File: src/rtl/dct_transpose_buffer.sv
// Ping-pong 8x8 transpose buffer: rows are written into one bank while the
// other bank is read out column by column.
module dct_transpose_buffer #(
    parameter int unsigned DATA_W = 12
) (
    input  logic              i_clk,
    input  logic              i_rst,
    input  logic              i_valid,
    input  logic [DATA_W-1:0] i_data0,
    input  logic [DATA_W-1:0] i_data1,
    input  logic [DATA_W-1:0] i_data2,
    input  logic [DATA_W-1:0] i_data3,
    input  logic [DATA_W-1:0] i_data4,
    input  logic [DATA_W-1:0] i_data5,
    input  logic [DATA_W-1:0] i_data6,
    input  logic [DATA_W-1:0] i_data7,
    input  logic              i_ready,
    output logic              o_valid,
    output logic [DATA_W-1:0] o_data0,
    output logic [DATA_W-1:0] o_data1,
    output logic [DATA_W-1:0] o_data2,
    output logic [DATA_W-1:0] o_data3,
    output logic [DATA_W-1:0] o_data4,
    output logic [DATA_W-1:0] o_data5,
    output logic [DATA_W-1:0] o_data6,
    output logic [DATA_W-1:0] o_data7,
    output logic [2:0]        o_col,
    output logic              o_last,
    output logic              o_overflow
);

    typedef logic [DATA_W-1:0] coef_t;

    coef_t mem_q [2][8][8];
    coef_t mem_d [2][8][8];
    coef_t in_row [8];

    logic       wr_bank_q, wr_bank_d;
    logic       rd_bank_q, rd_bank_d;
    logic [2:0] wr_row_q, wr_row_d;
    logic [2:0] rd_col_q, rd_col_d;
    logic [1:0] full_q, full_d;
    logic       overflow_q, overflow_d;

    logic       rd_hs;
    logic       rd_done;
    logic       wr_ok;
    logic [1:0] full_after_rd;

    always_ff @(posedge i_clk or posedge i_rst) begin
        if (i_rst) begin
            for (int b = 0; b < 2; b++) begin
                for (int r = 0; r < 8; r++) begin
                    for (int c = 0; c < 8; c++) begin
                        mem_q[b][r][c] <= '0;
                    end
                end
            end
            wr_bank_q  <= 1'b0;
            rd_bank_q  <= 1'b0;
            wr_row_q   <= 3'd0;
            rd_col_q   <= 3'd0;
            full_q     <= 2'b00;
            overflow_q <= 1'b0;
        end else begin
            mem_q      <= mem_d;
            wr_bank_q  <= wr_bank_d;
            rd_bank_q  <= rd_bank_d;
            wr_row_q   <= wr_row_d;
            rd_col_q   <= rd_col_d;
            full_q     <= full_d;
            overflow_q <= overflow_d;
        end
    end

    always_comb begin
        in_row[0] = i_data0;
        in_row[1] = i_data1;
        in_row[2] = i_data2;
        in_row[3] = i_data3;
        in_row[4] = i_data4;
        in_row[5] = i_data5;
        in_row[6] = i_data6;
        in_row[7] = i_data7;

        mem_d      = mem_q;
        wr_bank_d  = wr_bank_q;
        rd_bank_d  = rd_bank_q;
        wr_row_d   = wr_row_q;
        rd_col_d   = rd_col_q;
        overflow_d = overflow_q;

        // Read side first so a bank released this cycle is writable this cycle.
        rd_hs         = full_q[rd_bank_q] && i_ready;
        rd_done       = rd_hs && (rd_col_q == 3'd7);
        full_after_rd = full_q;
        if (rd_hs) begin
            rd_col_d = rd_col_q + 3'd1;
        end
        if (rd_done) begin
            full_after_rd[rd_bank_q] = 1'b0;
            rd_bank_d                = ~rd_bank_q;
            rd_col_d                 = 3'd0;
        end

        full_d = full_after_rd;
        wr_ok  = i_valid && !full_after_rd[wr_bank_q];
        if (i_valid && !wr_ok) begin
            overflow_d = 1'b1;
        end
        if (wr_ok) begin
            for (int c = 0; c < 8; c++) begin
                mem_d[wr_bank_q][wr_row_q][c] = in_row[c];
            end
            wr_row_d = wr_row_q + 3'd1;
            if (wr_row_q == 3'd7) begin
                full_d[wr_bank_q] = 1'b1;
                wr_bank_d         = ~wr_bank_q;
                wr_row_d          = 3'd0;
            end
        end
    end

    always_comb begin
        o_valid    = full_q[rd_bank_q];
        o_col      = rd_col_q;
        o_last     = full_q[rd_bank_q] && (rd_col_q == 3'd7);
        o_overflow = overflow_q;
        o_data0    = mem_q[rd_bank_q][0][rd_col_q];
        o_data1    = mem_q[rd_bank_q][1][rd_col_q];
        o_data2    = mem_q[rd_bank_q][2][rd_col_q];
        o_data3    = mem_q[rd_bank_q][3][rd_col_q];
        o_data4    = mem_q[rd_bank_q][4][rd_col_q];
        o_data5    = mem_q[rd_bank_q][5][rd_col_q];
        o_data6    = mem_q[rd_bank_q][6][rd_col_q];
        o_data7    = mem_q[rd_bank_q][7][rd_col_q];
    end

endmodule
File: config.mk
export PLATFORM = sky130hd
export DESIGN_NAME = dct_transpose_buffer
export DESIGN_NICKNAME = d
export VERILOG_FILES = /design/src/rtl/dct_transpose_buffer.sv
export SDC_FILE = /design/constraint.sdc
export NUM_CORES = 2
export LEC_CHECK = 0
export ABC_AREA = 1
export CAP_MARGIN = 0
export CORE_AREA = 2 2 412 414
export DETAILED_ROUTE_END_ITERATION = 7
export DIE_AREA = 0 0 414 416
export SLEW_MARGIN = 30
export SYNTH_ARGS = -nofsm -noshare
export SYNTH_HDL_FRONTEND = slang
export SYNTH_SLANG_ARGS = --single-unit
File: constraint.sdc
create_clock -name i_clk -period 121.7 [get_ports i_clk]
set_input_delay 24.34 -clock i_clk [delete_from_list [all_inputs] [get_ports i_clk]]
set_output_delay 24.34 -clock i_clk [all_outputs]
set_load 0.02 [all_outputs]
# == Word-level counts from Yosys, hierarchy flattened ==
# Index checks and enable logic that the tools add are counted.
# word_totals
input_bits,100
output_inout_bits,102
ff_bits,1547
# classes
bitwise_logic,9
n_eq_ne,2
n_reduce_logical,13
mux,81
order_cmp,10
addsub,2
# op_table
cell,count
1536-bit bitwise mux,8
768-bit two-way mux,11
768-bit demux with 1-bit select,8
96-bit demux with 3-bit select,8
12-bit binary-select mux with 3-bit select,8
12-bit two-way mux,17
96-bit two-way mux,1
84-bit two-way mux,1
72-bit two-way mux,1
60-bit two-way mux,1
48-bit two-way mux,1
36-bit two-way mux,1
24-bit two-way mux,1
1-bit logical AND,9
3-bit two-way mux,3
4-bit >= comparator (second input constant),2
3-bit inverter with 4-bit output,2
3-bit by 1-bit adder with 3-bit output (second input constant),2
3-bit equality test (second input constant),2
1-bit two-way mux,6
2-bit two-way mux,3
2-bit >= comparator (second input constant),2
1-bit by 2-bit < comparator with 1-bit output (second input constant),2
4-bit by 1-bit < comparator with 1-bit output (second input constant),1
other kinds (11),16

# == Depth between registers and ports, before layout ==
# logic_depth
word_depth,15
ltp_mapped,11
depth_no_buf,8

# == Least setup slack after synthesis ==
# No wires, ideal clock.
# synth_timing
kind,register -> output
start,reg rd_col_q[0] (netlist: o_col[0])
end,out o_data0[1]
stages_incl_launch_ff,10
path_slack_ps,95639
arrival_time_ps,1721
path_cell_list,dfrtp_1 -> clkbuf_1 -> buf_2 -> buf_2 -> buf_1 -> nor2_1 -> o21ai_0 -> o211ai_1 -> nand3_1 -> nand2_1
# synth_between
elab_chain_cells,4
# synth_lines
element,line,text
"start, declared",41,"logic [2:0] rd_col_q, rd_col_d;"
"start signal, assigned",70,rd_col_q <= rd_col_d;
3-bit inverter with 4-bit output (implied by the code),129,o_data0 = mem_q[rd_bank_q][0][rd_col_q];
12-bit binary-select mux with 3-bit select,129,
12-bit two-way mux (implied by the code) (2 in series),129,
"end, declared",19,"output logic [DATA_W-1:0] o_data0,"
# No other way between the ends. The select of a mux whose other input is x is not followed.

# == Worst setup path in the final report ==
# layout_timing
start,reg rd_bank_q
end,out o_data7[10]
# layout_between
elab_chain_cells,7
# layout_lines
element,line,text
"start, declared",39,"logic rd_bank_q, rd_bank_d;"
"start signal, assigned",68,rd_bank_q <= rd_bank_d;
1-bit inverter with 2-bit output (implied by the code),136,o_data7 = mem_q[rd_bank_q][7][rd_col_q];
768-bit two-way mux (3 in series),-,
12-bit binary-select mux with 3-bit select,136,
12-bit two-way mux (implied by the code) (2 in series),136,
"end, declared",26,"output logic [DATA_W-1:0] o_data7,"
# No other way between the ends. The select of a mux whose other input is x is not followed.

==> metrics.md <==
| Metric | Value |
|---|---|
| Status | complete, no violations |
| Reg2Reg Setup Slack | 114.30 ns |
| Max incr delay on CP | 0.85 ns |
| Area of the multi-input gates | 32290 sq um |
| Iteration-0 DRC Markers | slightly below 9000 |
| Initial Util | between 40 and 50% |
| CTS buffer count | ~170 |
| Worst-Margin Slew | roughly 1.1 ns |
| Dominant cells by area after synthesis | dfrtp_1 52%, nand2_1 16%, nand3_1 12%, nor2_1 5.8%, o21ai_0 5.2% |
| Core outline area | about 170000 sq um |
| Final Hold Fails | 0 |
| Sum Neg Setup Slack | 0 ns |
| Post-synthesis sequential area ratio | 51.52% |
| Post-cts hold buffer count | 0 |
| FMAX | 0.03226 GHz |
| Clk root buf | clkbuf_16 |
| Die span in x | 414 um |
| Crit-path max FO | between 150 and 200 |
| Register clock-pin slew on the reported worst setup and hold paths | 0.06 ns |
| I/O Buffers | 201 |
| Reg2reg start | o_col[0] |
| FILL cells | 16240 |
| Worst EP arrival | 6.65 ns |
| Yosys reg bits | 1547 |
| CTS tree | yes |
| Synth top area share | 51.52% |
| Gate Count Post-Synth | 9848 |
| Final WL | roughly 300 mm |
| Cell variety after synth | 26 |
| Max rail drop VDD | 0.00002193 V |
| Mapped Area | 75140 sq um |
| Post_cts resized | 0 |
| Clk_lat worst skew | 0.83 ns |
| Dpl hpwl | roughly 160 mm |
| # setup viols final | 0 |
| RD Place Congestion | 0.8658 |
| Post-Syn Nets | about 10000 |
| Sequential Power Share | between 30% and 40% |
| Post-route clock period utilization | 25.47% |
| P_int | 1.300 mW |
| Layout Utilization | around half |
| Number of global-route vias before repair | 67680 |
| Num rows | 151 |
| Clk buf depth | 3 |
| Sequential Area | ~39000 sq um |
| Max-Cap Viols | 0 |
| CP max-delay cell | buf_4 |
| Sink Count | between 1500 and 2000 |
| Slew margin rel. | 26.86% |
| R2R cell count | 16 |
| Proportion of layout cells with a drive suffix above 1 | 4.792% |
| Die Y | 416 um |
| Routed via count | ~70000 |
| Yosys warnings | 0 |
| Largest net degree at the start of global routing | 240 |
| Global route total overflow | 0 |
| Setup Skew | 0.02853 ns |
| CTS HTree Levels | 4 |
| Critical Path Sink Type | output pin |
| Combinational power share | 43.4% |
| CP startpoint | rd_bank_q |
| # DRC | 0 |
| Post-CTS repair timing setup buffer count | 0 |
| Hold Crit Class | flop to flop |
| Die ar. | about 170000 sq um |
| Required time of the critical path | 97.36 ns |
| Reg2reg end | mem_q[357] |
| Pre-antenna DRT Iters | 8 |
| Net Sw Power | 1.043 mW |
| Vias/cell | about 6.0 |
| Tmin final | a little over 30 ns |
| Nets | about 9500 |
| Most common cell after layout, fill and taps aside | nand2_1 |
| Critical Path Source Type | flop |
| Post-synth top area cell | dfrtp_1 |
| Pleak | approximately 42 nW |
| Initial antenna violation count | 46 |
| Clk network pwr share | 22.9% |
| Switching part of the total | 44.51% |
| Commonest cells after routing, fill and taps aside | 3177 x nand2_1, 1738 x nand3_1, 1543 x dfrtp_1, 1156 x nor2_1, 774 x o21ai_0 |
| Critical Path End | o_data7[10] |
| Pwr dens | 28.23 nW/um^2 |
| Setup CP Type | flop to output pin |
| IO Pins | between 200 and 250 |
| Area Growth Syn to Fin | 10.46% |
| Wire length per cell | 25.32 um |
| RSZ-0062 raised after global routing | false |
| Worst-path cell chain | buf_12, buf_12, buf_4, buf_4, o21ai_0, o211ai_1, nand3_1, nand2_1, clkdlybuf4s50_1 |
| WHS | 0.4717 ns |
| Max-slew violations | 0 |
| Syn avg cell area | 7.630 sq um |
| Routed Antenna Nets | 0 |
| Global Route Usage Sum | 33.91% |
| First-pass GRT wire length | roughly 450 mm |
==> flip-flops by register name, summed over array words and instances, names as in the netlist <==
| register | cells |
|---|---|
| o_overflow | 1 |
| rd_bank_q | 1 |
| wr_bank_q | 1 |
| o_col | 3 |
| full_q | 2 |
| wr_row_q | 3 |
| mem_q | 1536 |
==> worst max-delay path, delay by kind of cell, from the launching register on <==
family                 cells  cell delay [ns]
buffers and inverters      5             3.58
and+or+nand+nor            2             0.76
DFF                        1             0.72
AOI/OAI and AO/OA          2             0.40
==> worst min-delay path by stage <==
stage	endpoint	slack [ns]	startpoint	cells past startpoint
after floorplan	mem_q[1529]	0.44	mem_q[1529]	2
after global placement	mem_q[1513]	0.46	mem_q[1513]	2
after detailed placement	mem_q[891]	0.46	mem_q[891]	2
after CTS	mem_q[1318]	0.48	mem_q[1318]	2
after global routing	mem_q[1437]	0.49	mem_q[1437]	2
final	mem_q[1399]	0.47	mem_q[1399]	2
==> layout make-up <==
type                       count  share of cell area [%]
sequential                  1547                   46.66
multi-input combinational   7276                   38.91
clock buffer                 242                   5.925
timing repair buffer         339                   4.080
tap                         2218                   3.343
clock inverter                54                  0.9376
inverter                      17                  0.1131
antenna                       13                 0.03919
==> through the flow <==
stage / power [mW] / cells / setup slack, ns / instance area [sq um]
after CTS: 2.324 / 11690 / 90.92 / 82750
after floorplan: 1.414 / 9848 / 53.72 / 75140
final: 2.344 / 11710 / 90.71 / 83010
after detailed placement: 1.783 / 11390 / 91.82 / 77060
after global routing: 2.471 / 11700 / 90.64 / 82990
after global placement: 1.770 / 11390 / 91.85 / 77000
==> cells by family (layout without fill, tap and decap cells) <==
group,after synthesis,after routing,synth area share [%]
other,0,13,0
XOR/XNOR,1,1,0.01166
AO/OA/AOI/OAI,1164,1164,9.066
AND/OR/NAND/NOR,6107,6107,33.56
buffers and inverters,1025,652,5.776
flip-flops,1547,1547,51.52
adder cells (fa/ha/maj),4,4,0.06660
==> per-layer routing <==
layer	share of wire, %	global-route usage (%)	vias to the layer above
met4	5.4	17.20	34
met3	9.6	7.289	649
met2	44	51.53	3688
met1	41	45.88	34850
met5	0.076	0	-
li1	-	-	31160
==> cells in the mapped netlist (all sizes together) <==
cell       n
a21o       1
a31o       1
a31oi      2
buf      395
clkbuf   613
dfrtp   1547
ha         4
inv       17
nand2   3180
nand3   1738
nand4     16
nor2    1173
o211ai   384
o21a       1
o21ai    774
o31ai      1
xor2       1
==> power groups by stage <==
stage	combinational, mW	clock (mW)	sequential, mW
floorplan	0.642	0	0.772
global placement	0.979	0	0.791
detailed placement	0.989	0	0.794
CTS	0.994	0.543	0.787
global route	1.10	0.563	0.811
finish	1.02	0.538	0.790
No activity file was read; power rests on OpenSTA's default activity.
==> edit: new RTL, same flow settings <==
The parameter `DATA_W` goes from 12 to 8.
--- a/src/rtl/dct_transpose_buffer.sv
+++ b/src/rtl/dct_transpose_buffer.sv
@@ -1,7 +1,7 @@
 // Ping-pong 8x8 transpose buffer: rows are written into one bank while the
 // other bank is read out column by column.
 module dct_transpose_buffer #(
-    parameter int unsigned DATA_W = 12
+    parameter int unsigned DATA_W = 8
 ) (
     input  logic              i_clk,
     input  logic              i_rst,
Ports: changed (16 resized); port bits go from 202 to 138. No check against the original RTL was run, so the function may have changed too.
==> edit against the unedited design <==
  * Sequential cell count decreased by 512
  * Wire length fell by 36%
  * Synthesized area fell by 33%
  * Power shrank 33%
  * Via count fell by 34%
  * Setup slack better by 0.27 ns
  * Cell area decreased by 32%
  * Synthesized cell count shrank 33%
  * Critical path type unchanged
==> edit: results (changes against the unedited design) <==
run_status:
  outcome: "complete, no violations"
synth:
  synth_nets: 6667  # -33%
  yosys-top-cells-count: "2122 x nand2_1, 1163 x nand3_1, 1035 x dfrtp_1, 788 x nor2_1, 518 x o21ai_0"
  synth.distinct_cells: 24  # -7.7%
  yosysWarnings: 0  # unchanged
  synth-seq-area-share_pct: 51.5  # about the same
  synth_top_flop_cell: "dfrtp_1"
  synth_area_leaders: "dfrtp_1 51%, nand2_1 16%, nand3_1 12%"
  async_flop_share_pct: 100  # unchanged
sta:
  setup_viol: 0  # unchanged
  finClkSkew_ns: 0.0564  # +0.0279 ns
  worst_slew_margin_rel_pct: 23.2  # -3.7 points
drt:
  wire_per_inst_um: 22.1  # -13%
  viasPerCell: 5.42  # -9.9%
  dr.pass1.iters: 6  # -2
  drtIter0Drc: 5594  # -36%
critical_path:
  r2r_end: "mem_q[240]"
  crit_fanout: 171  # -7.6%
  r2r_cells: 13  # -3
  reg2reg_from: "rd_bank_q"
  reg2reg_setup_slack_ns: 114.29  # about the same
  arrival_ns: 6.38  # -0.27 ns
clock_network:
  htree_levels: 3  # -1
  post_cts_buffers: 0  # unchanged
  clockBufferDepth: 3  # unchanged
  cts_resized: 0  # unchanged
  clk_pin_slew_worst_paths_ns: 0.06  # about the same
  cts-buffers-inserted: 111  # -35%
  postCtsHoldBufs: 0  # unchanged
  cts-root-buf: "clkbuf_16"
  clk_latency_ns: 0.74  # -0.09 ns
power:
  leakage_nw: 28.2  # -33%
  max-vdd-ir-drop_v: 0.0000231  # +5.5%
layout:
  regMostFlops: "mem_q"
  nets: 6346  # -33%
  layout_commonest_cell: "nand2_1"
  largest_reg_flops: 1024  # -33%
  drive_gt1_share_pct: 5.01  # +0.22 points
grt:
  grt_pass1_vias: 43900  # -35%
  antenna_found_initial: 15  # -67%
  grt_max_degree: 216  # -10%
  track_usage_pct: 21.5  # -12 points
  grt_pass1_wl_um: 287000  # -36%
worst_hold_path:
  whs_endpoint: "mem_q[839]"
  min_path_cells: 2  # unchanged
  min_from: "mem_q[839]"
  hold_path_class: "flip-flop to flip-flop"
place:
  io_buffer_count: 137  # -32%
  dpl.hpwl_um: 104000  # -37%
  gp_congestion: 0.814  # -6.0%
## edit: changes by cell type after synthesis, sizes merged
cell	delta
buf	-219
nand3	-575
dfrtp	-512
nand2	-1057
o21ai	-256
o211ai	-128
nor2	-384
clkbuf	-122
## edit: worst max-delay path, cell delays in order, from the launching register on
cell and delay, ns:
dfrtp_4 0.74, clkinv_8 0.71, buf_4 0.75, buf_4 0.87, buf_4 0.73, nor2_1 0.10, nor2_1 0.10, o21ai_0 0.10
o211ai_1 0.16, nand3_1 0.28, nand2_1 0.17, clkdlybuf4s50_1 0.72
## edit: worst max-delay path by stage
stage / from / end
finish: rd_bank_q / o_data5[6]
global route: rd_bank_q / o_data5[3]
CTS: rd_bank_q / o_data4[6]
detailed placement: i_ready / mem_q[240]
global placement: i_ready / mem_q[677]
floorplan: i_rst / full_q[0]
## edit: layer usage
metal | track usage [%] | up-vias | share of wire [%]
met5 | 0 | - | 0.035
li1 | - | 20900 | -
met4 | 9.13 | 12 | 4.5
met2 | 32.8 | 2248 | 44
met1 | 29.6 | 23000 | 42
met3 | 4.27 | 370 | 9.1
## edit: kinds of logic after synthesis
logic type	after synthesis	share of synthesized area (%)
XOR/XNOR	1	0.0174
AND/OR/NAND/NOR	4091	33.6
buffers and inverters	684	5.70
AO/OA/AOI/OAI	780	9.08
flip-flops	1035	51.5
adder cells (fa/ha/maj)	4	0.0995
## edit: metrics by stage
step / hold WS, ns / util [%] / worst slack, ns / instances / instance area, sq um
after floorplan: 0.444 / - / 68.23 / 6595 / 50300
after global placement: 0.457 / 31.3 / 91.10 / 8367 / 52600
after detailed placement: 0.460 / 31.4 / 91.03 / 8373 / 52800
after CTS: 0.477 / 33.6 / 91.05 / 8578 / 56600
after global routing: 0.486 / 33.7 / 90.76 / 8585 / 56700
final: 0.472 / 33.7 / 90.98 / 8585 / 56700
## edit: where the power goes
group / total (mW) / internal [mW] / switching (mW)
sequential: 0.545 / 0.471 / 0.0744
clock: 0.356 / 0.207 / 0.149
combinational: 0.667 / 0.205 / 0.462
## edit: cell type report
class,instances,area (sq um)
diodes,1,2.50
clock buffers,160,3180
flip-flops and latches,1035,25900
fillers,17500,111000
repair buffers,233,2400
multi-input cells,4876,21800
clock inverters,45,618
well taps,2218,2780
inverters,17,91.3
